[config.mk]
export PLATFORM = sky130hd
export DESIGN_NAME = mac_burst_arbiter_flat
export DESIGN_NICKNAME = d
export VERILOG_FILES = /design/src/rtl/mac_burst_arbiter_if.sv /design/src/rtl/mac_burst_arbiter.sv /design/src/flat_wrapper.sv
export SDC_FILE = /design/constraint.sdc
export NUM_CORES = 1
export LEC_CHECK = 0
export CAP_MARGIN = 10
export CORE_UTILIZATION = 40
export DETAILED_ROUTE_END_ITERATION = 8
export HOLD_SLACK_MARGIN = 0.06
export PLACE_DENSITY = 0.78
export SYNTH_ARGS = -nofsm -noshare
export SYNTH_HDL_FRONTEND = slang
export SYNTH_SLANG_ARGS = --single-unit
[constraint.sdc]
create_clock -name clk -period 5.2 [get_ports clk]
set_clock_uncertainty 0.05 [all_clocks]
set_input_delay 1.04 -clock clk [delete_from_list [all_inputs] [get_ports clk]]
set_output_delay 1.04 -clock clk [all_outputs]
set_load 0.05 [all_outputs]
[src/rtl/mac_burst_arbiter_if.sv]
// Bus bundle between the two operand producers, the arbiter and the multiply-add datapath.
interface mac_burst_arbiter_if #(
    parameter int unsigned W = 32
);
    logic [1:0]   req;
    logic [W-1:0] op_a0;
    logic [W-1:0] op_b0;
    logic [W-1:0] op_c0;
    logic [W-1:0] op_a1;
    logic [W-1:0] op_b1;
    logic [W-1:0] op_c1;
    logic [1:0]   gnt;
    logic [1:0]   done;
    logic [W-1:0] result;
    logic         err;
    logic         busy;
    logic         validi;
    logic [W-1:0] data_in;
    logic         valido;
    logic [W-1:0] data_out;

    // Arbiter side
    modport slave (
        input  req, op_a0, op_b0, op_c0, op_a1, op_b1, op_c1, valido, data_out,
        output gnt, done, result, err, busy, validi, data_in
    );

    // Requester/datapath side
    modport master (
        output req, op_a0, op_b0, op_c0, op_a1, op_b1, op_c1, valido, data_out,
        input  gnt, done, result, err, busy, validi, data_in
    );
endinterface

[src/rtl/mac_burst_arbiter.sv]
// Round-robin two-port arbiter that streams one operand triple into the
// multiply-add datapath and returns the result (or a timeout) to the winner.
module mac_burst_arbiter #(
    parameter int unsigned W       = 32,
    parameter int unsigned TIMEOUT = 4
) (
    input logic                clk,
    input logic                rst,
    mac_burst_arbiter_if.slave bus
);
    localparam int unsigned CNT_W = (TIMEOUT > 1) ? $clog2(TIMEOUT) : 1;
    localparam logic [CNT_W-1:0] TMO_LAST = CNT_W'(TIMEOUT - 1);

    typedef enum logic [2:0] {
        S_IDLE   = 3'd0,
        S_SEND_A = 3'd1,
        S_SEND_B = 3'd2,
        S_SEND_C = 3'd3,
        S_WAIT   = 3'd4,
        S_DONE   = 3'd5
    } state_t;

    state_t           state_q, state_d;
    logic             win_q, win_d;
    logic             last_q, last_d;
    logic [W-1:0]     opa_q, opa_d;
    logic [W-1:0]     opb_q, opb_d;
    logic [W-1:0]     opc_q, opc_d;
    logic [CNT_W-1:0] cnt_q, cnt_d;
    logic [1:0]       gnt_q, gnt_d;
    logic [1:0]       done_q, done_d;
    logic             err_q, err_d;
    logic             busy_q, busy_d;
    logic             validi_q, validi_d;
    logic [W-1:0]     data_in_q, data_in_d;
    logic [W-1:0]     result_q, result_d;
    logic             pick;

    function automatic logic [1:0] onehot(input logic w);
        return w ? 2'b10 : 2'b01;
    endfunction

    // Single request wins outright; a tie goes to whoever was not served last.
    always_comb begin
        pick = bus.req[1];
        if (bus.req == 2'b11) begin
            pick = ~last_q;
        end
    end

    always_ff @(posedge clk or posedge rst) begin
        if (rst) begin
            state_q   <= S_IDLE;
            win_q     <= 1'b0;
            last_q    <= 1'b1;
            opa_q     <= '0;
            opb_q     <= '0;
            opc_q     <= '0;
            cnt_q     <= '0;
            gnt_q     <= '0;
            done_q    <= '0;
            err_q     <= 1'b0;
            busy_q    <= 1'b0;
            validi_q  <= 1'b0;
            data_in_q <= '0;
            result_q  <= '0;
        end else begin
            state_q   <= state_d;
            win_q     <= win_d;
            last_q    <= last_d;
            opa_q     <= opa_d;
            opb_q     <= opb_d;
            opc_q     <= opc_d;
            cnt_q     <= cnt_d;
            gnt_q     <= gnt_d;
            done_q    <= done_d;
            err_q     <= err_d;
            busy_q    <= busy_d;
            validi_q  <= validi_d;
            data_in_q <= data_in_d;
            result_q  <= result_d;
        end
    end

    // Next state plus next values of every registered output.
    always_comb begin
        state_d   = state_q;
        win_d     = win_q;
        last_d    = last_q;
        opa_d     = opa_q;
        opb_d     = opb_q;
        opc_d     = opc_q;
        cnt_d     = '0;
        gnt_d     = gnt_q;
        done_d    = '0;
        err_d     = 1'b0;
        validi_d  = 1'b0;
        data_in_d = '0;
        result_d  = result_q;

        case (state_q)
            S_IDLE: begin
                if (bus.req != 2'b00) begin
                    win_d     = pick;
                    opa_d     = pick ? bus.op_a1 : bus.op_a0;
                    opb_d     = pick ? bus.op_b1 : bus.op_b0;
                    opc_d     = pick ? bus.op_c1 : bus.op_c0;
                    gnt_d     = onehot(pick);
                    validi_d  = 1'b1;
                    data_in_d = opa_d;
                    state_d   = S_SEND_A;
                end
            end
            S_SEND_A: begin
                validi_d  = 1'b1;
                data_in_d = opb_q;
                state_d   = S_SEND_B;
            end
            S_SEND_B: begin
                validi_d  = 1'b1;
                data_in_d = opc_q;
                state_d   = S_SEND_C;
            end
            S_SEND_C: begin
                state_d = S_WAIT;
            end
            S_WAIT: begin
                if (bus.valido) begin
                    result_d = bus.data_out;
                    done_d   = onehot(win_q);
                    state_d  = S_DONE;
                end else if (cnt_q == TMO_LAST) begin
                    result_d = '0;
                    err_d    = 1'b1;
                    done_d   = onehot(win_q);
                    state_d  = S_DONE;
                end else begin
                    cnt_d = cnt_q + 1'b1;
                end
            end
            S_DONE: begin
                last_d  = win_q;
                gnt_d   = '0;
                state_d = S_IDLE;
            end
            default: begin
                gnt_d   = '0;
                state_d = S_IDLE;
            end
        endcase

        busy_d = (state_d != S_IDLE);
    end

    assign bus.gnt     = gnt_q;
    assign bus.done    = done_q;
    assign bus.result  = result_q;
    assign bus.err     = err_q;
    assign bus.busy    = busy_q;
    assign bus.validi  = validi_q;
    assign bus.data_in = data_in_q;
endmodule

[src/flat_wrapper.sv]
// flat-port wrapper written by rule: the top's interface ports become plain ports
module mac_burst_arbiter_flat 
#(
    parameter int unsigned W       = 32,
    parameter int unsigned TIMEOUT = 4
)
  (clk, rst, bus_req, bus_op_a0, bus_op_b0, bus_op_c0, bus_op_a1, bus_op_b1, bus_op_c1, bus_valido, bus_data_out, bus_gnt, bus_done, bus_result, bus_err, bus_busy, bus_validi, bus_data_in);
  mac_burst_arbiter_if #(.W(W)) bus_i ();
  input logic clk;
  input logic rst;
  input wire logic [$bits(bus_i.req)-1:0] bus_req;
  input wire logic [$bits(bus_i.op_a0)-1:0] bus_op_a0;
  input wire logic [$bits(bus_i.op_b0)-1:0] bus_op_b0;
  input wire logic [$bits(bus_i.op_c0)-1:0] bus_op_c0;
  input wire logic [$bits(bus_i.op_a1)-1:0] bus_op_a1;
  input wire logic [$bits(bus_i.op_b1)-1:0] bus_op_b1;
  input wire logic [$bits(bus_i.op_c1)-1:0] bus_op_c1;
  input wire logic [$bits(bus_i.valido)-1:0] bus_valido;
  input wire logic [$bits(bus_i.data_out)-1:0] bus_data_out;
  output wire logic [$bits(bus_i.gnt)-1:0] bus_gnt;
  output wire logic [$bits(bus_i.done)-1:0] bus_done;
  output wire logic [$bits(bus_i.result)-1:0] bus_result;
  output wire logic [$bits(bus_i.err)-1:0] bus_err;
  output wire logic [$bits(bus_i.busy)-1:0] bus_busy;
  output wire logic [$bits(bus_i.validi)-1:0] bus_validi;
  output wire logic [$bits(bus_i.data_in)-1:0] bus_data_in;
  assign bus_i.req = bus_req;
  assign bus_i.op_a0 = bus_op_a0;
  assign bus_i.op_b0 = bus_op_b0;
  assign bus_i.op_c0 = bus_op_c0;
  assign bus_i.op_a1 = bus_op_a1;
  assign bus_i.op_b1 = bus_op_b1;
  assign bus_i.op_c1 = bus_op_c1;
  assign bus_i.valido = bus_valido;
  assign bus_i.data_out = bus_data_out;
  assign bus_gnt = bus_i.gnt;
  assign bus_done = bus_i.done;
  assign bus_result = bus_i.result;
  assign bus_err = bus_i.err;
  assign bus_busy = bus_i.busy;
  assign bus_validi = bus_i.validi;
  assign bus_data_in = bus_i.data_in;
  mac_burst_arbiter #(.W(W), .TIMEOUT(TIMEOUT)) u_core (.clk(clk), .rst(rst), .bus(bus_i));
endmodule
==> results of run 1 <==
-- kinds of logic after synthesis --
kind of cell / Yosys count / synth area share [%]
flops: 142 / 55.66
compound gates: 233 / 22.30
simple gates: 21 / 1.920
buf+inv: 58 / 4.526
mux: 98 / 15.40
fa+ha+maj: 1 / 0.1959
-- cells in the final DEF (no fill, tap or decap), drive strengths merged, types with 4 or more instances in the layout --
cell,instances
buf,9
clkbuf,17
a21oi,129
inv,4
a22o,34
bufinv,7
dfrtp,141
mux2i,96
and2,4
clkdlybuf4s50,299
o22ai,32
a22oi,32
-- per-layer routing --
| layer | track usage (%) | vias to the layer above |
|---|---|---|
| met4 | 8.789 | 0 |
| met3 | 8.067 | 32 |
| met2 | 42.89 | 303 |
| met1 | 28.52 | 2750 |
| met5 | 0 | - |
| li1 | - | 2613 |
-- cell type report --
| type | count | area (um2) | area share (%) |
|---|---|---|---|
| tap | 211 | 264.0 | 2.595 |
| sequential | 142 | 3555 | 34.94 |
| clock buffer | 17 | 425.4 | 4.181 |
| inverter | 2 | 12.51 | 0.1230 |
| timing repair buffer | 308 | 3073 | 30.20 |
| multi-input combinational | 353 | 2580 | 25.36 |
| clock inverter | 15 | 265.3 | 2.607 |
-- sequential cells by signal, summed over array words and instances, names as in the netlist, 2 cells and up --
| signal | count |
|---|---|
| u_core.bus.gnt | 2 |
| u_core.opb_q | 32 |
| u_core.bus.result | 32 |
| u_core.cnt_q | 2 |
| u_core.bus.done | 2 |
| u_core.state_q | 3 |
| u_core.bus.data_in | 32 |
| u_core.opc_q | 32 |
-- power groups by stage --
stage	clock network (uW)	logic, uW	registers (uW)
after floorplan	0	1160	2690
after global placement	0	2860	1910
after detailed placement	0	2940	1940
after CTS	1430	2950	1930
after global routing	1480	3130	1980
final	1410	2950	1930
-- worst max path at each step --
| stage | end | slack [ns] | depth (start not counted) |
|---|---|---|---|
| 5_1_grt | u_core.bus.data_in[14]$_DFF_PP0_ | 2.03 | 5 |
| 2_1_floorplan | u_core.bus.busy$_DFF_PP0_ | 0.30 | 1 |
| 6_report | u_core.bus.data_in[14]$_DFF_PP0_ | 2.19 | 5 |
| 4_1_cts | u_core.bus.data_in[14]$_DFF_PP0_ | 2.21 | 5 |
| 3_3_place_gp | u_core.bus.busy$_DFF_PP0_ | 2.08 | 5 |
| 3_5_place_dp | u_core.bus.data_in[20]$_DFF_PP0_ | 2.07 | 5 |
-- through the flow --
step	setup WS, ns	cells
after floorplan	0.3021	553
after CTS	2.207	1048
final	2.186	1048
after detailed placement	2.066	1016
after global routing	2.028	1048
after global placement	2.082	1016
-- worst max-delay path, stage by stage, from the launching register on --
cell and delay (ns):
dfrtp_1 0.36, buf_4 0.27, nor3_4 0.83, nand2_1 0.77
buf_4 0.45, o22ai_1 0.17
==> flow_metrics.py, run 1 <==
metrics = {
    "sta": {
        "worst_pin_slew_ns": 1.118,
        "fin_crit_ns": 3.014,
        "slew_viol_final": 0,
        "setup_viol": 0,
        "fin_crit_sh_pct": 57.95,
        "holdWs_ns": 0.4175,
        "hold_viol": 0,
        "timing.slew.headroom_pct": 25.46,
        "fin_setup_tns_ns": 0,
        "rsz0062_at_grt": "false",
        "fmax_mhz": 331.8,
    },
    "place": {
        "numPortBuffers": 299,
        "gp_congestion": 0.7293,
        "place_area_mm2": 0.009484,
        "hpwl_um": 14210,
    },
    "setup_path": {
        "crit_arrival_ns": 3.29,
        "reg2reg_from": "u_core.state_q[2]$_DFF_PP0_",
        "endpoint_kind": "flop",
        "cp-start-kind": "flop",
        "crit_required_ns": 5.47,
        "r2r-end": "u_core.bus.data_in[14]$_DFF_PP0_",
        "rr_worst_depth": 5,
        "r2r_setup_slack_ns": 2.19,
        "cp_max_fo": 40,
        "critPathKind": "flop to flop",
        "setup.worst_path.start": "u_core.state_q[2]$_DFF_PP0_",
    },
    "detailed_routing": {
        "dr_wl_met3_um": 2030,
        "drtAntennaViolNets": 0,
        "drc": 0,
        "drtIter0Drc": 300,
        "wire_per_inst_um": 19.39,
        "highest-signal-layer": "met4",
        "first_pass_iters": 6,
        "route.met2.wl_um": 10140,
        "wl_um": 20320,
        "vias": 5698,
        "drt-met1-wl_um": 7741,
        "viasPerCell": 5.437,
    },
    "hold_path": {
        "holdCritStartpoint": "u_core.cnt_q[0]$_DFF_PP0_",
        "hold_path.class": "flop to flop",
        "hold_path_depth": 1,
        "worstHoldEndpoint": "u_core.cnt_q[0]$_DFF_PP0_",
    },
    "power": {
        "clkPwrFrac_pct": 22.4,
        "swShare_pct": 41.30,
        "p_int_uw": 3693,
        "peakVddDrop_mv": 0.2836,
        "power_density_mw_per_mm2": 618.3,
        "p_leak_uw": 0.004239,
        "comb_power_share_pct": 46.8,
        "total_power_uw": 6291,
        "p_switching_uw": 2598,
        "seqPwrFrac_pct": 30.7,
    },
    "layout": {
        "area_delta_synth_final_pct": 59.33,
        "num-nets-final": 1054,
        "utilization_pct": 66.19,
        "layout-drive-gt1-share_pct": 6.452,
        "antenna_cells": 0,
        "post-route-cell-area_mm2": 0.01017,
        "fillCellCount": 1134,
    },
    "clock_tree": {
        "cts_tree": "built",
        "post_cts_resized": 0,
        "clockRootBuffer": "clkbuf_16",
        "postCtsSetupRepairBufs": 0,
        "cts_hold_buffers": 0,
        "htreeDepth": 4,
        "cts_inserted_buffers": 17,
        "worstSkewPairLatency_ns": 0.41,
        "clk_path_buf_depth": 2,
        "clk_pin_slew_worst_paths_ns": 0.06,
        "clock_sinks": 142,
    },
    "yosys": {
        "ys.warnings.count": 0,
        "yosysTopAreaCellShare_pct": 55.25,
        "synth_most_common_cell": "dfrtp_1",
        "synth_area_mm2": 0.006386,
        "netlist_top_cells_count": "dfrtp_1, a21oi_1, mux2i_1",
        "synth-seq-area-share_pct": 55.66,
        "synth_edf_count": 0,
        "synth_top_flop_cell": "dfrtp_1",
        "synth_cells": 553,
        "synth_nets": 783,
        "syn_area_per_cell_um2": 11.55,
        "synth-seq-cells": 142,
        "synth_cell_types": 31,
        "synth.largest_area_cell": "dfrtp_1",
        "async_flop_share_pct": 100.0,
        "ys_top_cells_by_area": "dfrtp_1, mux2i_1, a21oi_1, a22o_1, a22oi_1",
    },
    "floorplanning": {
        "io_pins": 300,
        "start_util_pct": 41.55,
        "die-width_um": 128.4,
        "row_count": 45,
        "fp.dieH_um": 128.4,
        "core_mm2": 0.01537,
        "die_area_mm2": 0.01648,
    },
    "grt": {
        "grt_pass1_wl_um": 30750,
        "grt-ovfl-total": 0,
        "antenna_found_initial": 0,
        "grt_max_degree": 100,
        "grt_pass1_vias": 5825,
        "grtUsageTotal_pct": 24.69,
    },
    "outcome": {
        "outcome": "complete, no violations",
    },
    "flow_run": {
        "cap_viol_max_count": 0,
    },
}
(Power assumes the default switching activity.)
==> inputs of run 2 (changes only) <==
--- a/config.mk
+++ b/config.mk
@@ -6,10 +6,10 @@
 export NUM_CORES = 1
 export LEC_CHECK = 0
 export CAP_MARGIN = 10
-export CORE_UTILIZATION = 40
+export CORE_UTILIZATION = 37
 export DETAILED_ROUTE_END_ITERATION = 8
 export HOLD_SLACK_MARGIN = 0.06
-export PLACE_DENSITY = 0.78
+export PLACE_DENSITY = 0.76
 export SYNTH_ARGS = -nofsm -noshare
 export SYNTH_HDL_FRONTEND = slang
 export SYNTH_SLANG_ARGS = --single-unit
==> constraint.sdc (replaced) <==
create_clock -name clk -period 2.5 [get_ports clk]
set_clock_uncertainty 0.05 [all_clocks]
set_input_delay 0.5 -clock clk [delete_from_list [all_inputs] [get_ports clk]]
set_output_delay 0.5 -clock clk [all_outputs]
set_load 0.05 [all_outputs]
==> flow_metrics.py, run 2 (synthesis results as in run 1) <==
metrics = {
    "layout": {
        "num-nets-final": 1068,
        "layout-drive-gt1-share_pct": 7.991,
        "utilization_pct": 61.66,
        "antenna_cells": 0,
        "area_delta_synth_final_pct": 61.25,
        "final_common_cell": "clkdlybuf4s50_1",
        "stdcell_count": 1071,
        "fillCellCount": 1370,
        "layout_common_cells": "clkdlybuf4s50_1, dfrtp_1, a21oi_1, mux2i_1, a22o_1",
    },
    "clock_tree": {
        "postCtsSetupRepairBufs": 0,
        "cts_tree": "built",
        "cts_hold_buffers": 0,
        "clk_path_buf_depth": 2,
        "clock_sinks": 142,
        "post_cts_resized": 0,
        "worstSkewPairLatency_ns": 0.42,
        "clockRootBuffer": "clkbuf_16",
        "cts_inserted_buffers": 17,
        "clk_pin_slew_worst_paths_ns": 0.06,
        "htreeDepth": 4,
    },
    "flow_run": {
        "cap_viol_max_count": 0,
    },
    "hold_path": {
        "holdCritStartpoint": "u_core.cnt_q[0]$_DFF_PP0_",
        "hold_path.class": "flop to flop",
    },
    "sta": {
        "worst_pin_slew_ns": 1.115,
        "fmax_mhz": 449.9,
        "setup_viol": 0,
        "fin_crit_sh_pct": 88.91,
        "rsz0062_at_grt": "false",
        "slew_viol_final": 0,
        "timing.slew.headroom_pct": 25.66,
        "fin_setup_tns_ns": 0,
        "hold_viol": 0,
        "fin_crit_ns": 2.223,
    },
    "setup_path": {
        "reg2reg_from": "u_core.state_q[1]$_DFF_PP0_",
        "cp-start-kind": "flop",
        "setup.worst_path.start": "u_core.state_q[1]$_DFF_PP0_",
        "crit_required_ns": 2.80,
        "critPathKind": "flop to flop",
        "crit_arrival_ns": 2.52,
        "endpoint_kind": "flop",
        "r2r_setup_slack_ns": 0.28,
        "cp_max_fo": 32,
    },
    "power": {
        "p_leak_uw": 0.004301,
        "p_switching_uw": 5438,
        "total_power_uw": 12970,
        "power_density_mw_per_mm2": 1259,
        "comb_power_share_pct": 48.8,
        "seqPwrFrac_pct": 30.6,
        "peakVddDrop_mv": 0.7778,
        "p_int_uw": 7529,
        "swShare_pct": 41.94,
        "clkPwrFrac_pct": 20.6,
    },
    "floorplanning": {
        "row_count": 47,
        "die-width_um": 133.4,
        "fp.dieH_um": 133.4,
        "die_area_mm2": 0.01779,
        "start_util_pct": 38.24,
        "io_pins": 300,
        "core_mm2": 0.01670,
    },
    "place": {
        "numPortBuffers": 299,
        "gp_congestion": 0.8090,
        "hpwl_um": 14100,
        "numPlacedInstances": 1039,
    },
    "detailed_routing": {
        "first_pass_iters": 4,
        "vias": 5686,
        "drc": 0,
        "drtAntennaViolNets": 0,
        "viasPerCell": 5.309,
        "wl_um": 20160,
        "wire_per_inst_um": 18.82,
        "drtIter0Drc": 311,
    },
    "grt": {
        "grt_pass1_vias": 5863,
        "grt-ovfl-total": 0,
        "grtUsageTotal_pct": 23.40,
        "antenna_found_initial": 0,
        "grt_max_degree": 116,
        "grt_pass1_wl_um": 32090,
    },
    "outcome": {
        "outcome": "complete, no violations",
    },
}
## run 2: cell count changes in the layout (fill, tap and decap cells not counted), sizes merged
cell	previous run	this run
buf	9	23
clkinvlp	3	2
clkinv	3	5
bufinv	7	4
clkbuf	17	19
## run 2: critical path, stage by stage (launching register included)
cell and delay [ns]:
dfrtp_1 0.49, nor3b_1 0.41, and2_1 0.94, a22o_1 0.26
## run 2: worst paths after layout
| path | endpoint | cells after the start |
|---|---|---|
| setup / recovery | u_core.bus.result[7]$_DFFE_PP0P_ | 3 |
| hold / removal | u_core.cnt_q[0]$_DFF_PP0_ | 1 |
| setup reg to reg | u_core.bus.result[7]$_DFFE_PP0P_ | 3 |
| hold reg to reg | u_core.cnt_q[0]$_DFF_PP0_ | 1 |
| max in group asynchronous | u_core.win_q$_DFFE_PP0P_ | 3 |
| min in group asynchronous | u_core.bus.result[22]$_DFFE_PP0P_ | 3 |
## run 2: cell type report
class,count,area [um2],share of cell area [%]
multi-input cells,353,2582,25.08
well taps,220,275.3,2.673
clock buffers,19,432.9,4.204
inverters,2,11.26,0.1094
flip-flops and latches,142,3556,34.53
repair buffers,322,3253,31.59
clock inverters,13,186.4,1.810
## run 2: stage by stage
step / instance area, um2 / setup slack, ns / hold slack [ns]
global placement: 9678 / 0.2332 / 0.3803
finish: 10300 / 0.2771 / 0.3934
CTS: 10300 / 0.2801 / 0.4002
detailed placement: 9678 / 0.1685 / 0.3885
floorplan: 6390 / 0.1737 / 0.3638
global route: 10300 / 0.1619 / 0.4060
## run 2: power by group through the flow
stage	clock [uW]	sequential [uW]	combinational [uW]
after floorplan	0	5600	2400
after global placement	0	3950	6240
after detailed placement	0	3980	6340
after CTS	2710	3960	6380
after global routing	2810	4080	6740
final	2670	3970	6330
## run 2: metal layers
layer | routed length (um) | vias to the layer above | GRT usage, %
met2 | 9877 | 237 | 39.35
met3 | 1423 | 23 | 5.974
met5 | 0 | - | 0
met4 | 317 | 0 | 6.629
li1 | - | 2651 | -
met1 | 8540 | 2775 | 29.74
==> inputs of run 3 (changes only) <==
--- a/config.mk
+++ b/config.mk
@@ -9,7 +9,7 @@
 export CORE_UTILIZATION = 37
 export DETAILED_ROUTE_END_ITERATION = 8
 export HOLD_SLACK_MARGIN = 0.06
-export PLACE_DENSITY = 0.76
+export PLACE_DENSITY = 0.84
 export SYNTH_ARGS = -nofsm -noshare
 export SYNTH_HDL_FRONTEND = slang
 export SYNTH_SLANG_ARGS = --single-unit
==> flow_metrics.py, run 3 (synthesis results as in run 1) <==
metrics = {
    "detailed_routing": {
        "drc": 0,
        "drtAntennaViolNets": 0,
        "first_pass_iters": 4,
        "vias": 5747,
        "wire_per_inst_um": 18.84,
        "drtIter0Drc": 276,
        "viasPerCell": 5.371,
        "wl_um": 20160,
    },
    "floorplanning": {
        "core_mm2": 0.01670,
        "row_count": 47,
        "start_util_pct": 38.24,
        "fp.dieH_um": 133.4,
        "die-width_um": 133.4,
        "die_area_mm2": 0.01779,
        "io_pins": 300,
    },
    "layout": {
        "utilization_pct": 61.38,
        "final_common_cell": "clkdlybuf4s50_1",
        "stdcell_count": 1070,
        "antenna_cells": 0,
        "layout-drive-gt1-share_pct": 7.765,
        "area_delta_synth_final_pct": 60.52,
        "layout_common_cells": "clkdlybuf4s50_1, dfrtp_1, a21oi_1, mux2i_1, a22o_1",
        "num-nets-final": 1067,
    },
    "setup_path": {
        "r2r-end": "u_core.opb_q[10]$_DFFE_PP0P_",
        "critPathKind": "flop to output pin",
        "crit_required_ns": 1.95,
        "endpoint_kind": "output pin",
        "slowest_stage": "clkdlybuf4s50_1",
        "worst-path-buf-inv": 1,
        "cp-start-kind": "flop",
        "reg2reg_from": "u_core.state_q[1]$_DFF_PP0_",
        "r2r_setup_slack_ns": 0.54,
        "crit_chain": "clkdlybuf4s50_1",
        "cp_max_fo": 2,
        "crit_path_max_incr_delay_ns": 0.82,
        "rr_worst_depth": 5,
        "setup.worst_path.start": "u_core.bus.result[26]$_DFFE_PP0P_",
        "cp.depth": 1,
        "critPathTopFamily": "buffers and inverters",
        "crit_arrival_ns": 1.61,
        "crit_end": "bus_result[26]",
    },
    "clock_tree": {
        "worstSkewPairLatency_ns": 0.41,
        "clk_pin_slew_worst_paths_ns": 0.06,
        "clockRootBuffer": "clkbuf_16",
        "clk_path_buf_depth": 2,
        "htreeDepth": 4,
        "post_cts_resized": 0,
        "cts_inserted_buffers": 17,
        "clock_sinks": 142,
        "cts_hold_buffers": 0,
        "cts_tree": "built",
        "postCtsSetupRepairBufs": 0,
    },
    "power": {
        "power_density_mw_per_mm2": 1250,
        "peakVddDrop_mv": 0.6672,
        "p_leak_uw": 0.004276,
    },
    "sta": {
        "worst_pin_slew_ns": 0.5481,
        "slew_viol_final": 0,
        "fmax_mhz": 461.9,
        "hold_viol": 0,
        "fin_crit_ns": 2.165,
        "fin_setup_tns_ns": 0,
        "rsz0062_at_grt": "false",
        "setup_viol": 0,
        "timing.slew.headroom_pct": 63.35,
        "fin_crit_sh_pct": 86.59,
    },
    "hold_path": {
        "hold_path.class": "flop to flop",
    },
    "place": {
        "hpwl_um": 14610,
        "numPlacedInstances": 1038,
        "gp_congestion": 0.8030,
        "numPortBuffers": 299,
    },
    "grt": {
        "grt_pass1_wl_um": 31840,
        "grt-ovfl-total": 0,
        "grt_pass1_vias": 6022,
        "grt_max_degree": 85,
        "antenna_found_initial": 0,
        "grtUsageTotal_pct": 23.31,
    },
    "outcome": {
        "outcome": "complete, no violations",
    },
    "flow_run": {
        "cap_viol_max_count": 0,
    },
}
run 3: changes by cell type in the layout (fill, tap and decap cells not counted), sizes merged:
cell	delta
inv	-3
clkinv	+1
bufinv	-1
clkinvlp	+1
buf	-1
clkbuf	+2
run 3: area by class of cell:
type / count / area, um2
clock buffer: 21 / 450.4
sequential: 142 / 3556
clock inverter: 11 / 142.6
inverter: 2 / 11.26
timing repair buffer: 321 / 3233
multi-input combinational: 353 / 2582
tap: 220 / 275.3
fill: 1398 / 6450
run 3: how the worst min path moves through the flow:
stage | startpoint | end | slack (ns) | depth (start not counted)
after floorplan | u_core.cnt_q[0]$_DFF_PP0_ | u_core.cnt_q[0]$_DFF_PP0_ | 0.36 | 1
after global placement | u_core.cnt_q[0]$_DFF_PP0_ | u_core.cnt_q[0]$_DFF_PP0_ | 0.37 | 1
after detailed placement | u_core.cnt_q[0]$_DFF_PP0_ | u_core.cnt_q[0]$_DFF_PP0_ | 0.40 | 1
after CTS | u_core.cnt_q[0]$_DFF_PP0_ | u_core.cnt_q[0]$_DFF_PP0_ | 0.40 | 1
after global routing | u_core.cnt_q[0]$_DFF_PP0_ | u_core.cnt_q[0]$_DFF_PP0_ | 0.42 | 1
final | u_core.cnt_q[0]$_DFF_PP0_ | u_core.cnt_q[0]$_DFF_PP0_ | 0.40 | 1
run 3: per-layer routing:
metal,global-route usage [%],vias to the layer above,wire (um)
li1,-,2649,-
met1,28.33,2799,8012
met2,40.02,275,10140
met3,6.279,24,1678
met4,7.576,0,329
met5,0,-,0
run 3: power breakdown:
group	switching (uW)	internal [uW]	total (uW)
clock	937	1590	2530
sequential	613	3380	4000
combinational	3840	2450	6290
total	5390	7420	12800
run 3: metrics by stage:
stage          hold WS [ns]  setup slack [ns]  power [uW]  instance area (um2)
3_5_place_dp         0.3964            0.2367       10330                 9658
5_1_grt              0.4232            0.2904       13470                10250
4_1_cts              0.4040            0.3042       12920                10250
2_1_floorplan        0.3638            0.1737        8006                 6390
3_3_place_gp         0.3728            0.2725       10170                 9658
6_report             0.3979            0.3351       12810                10250
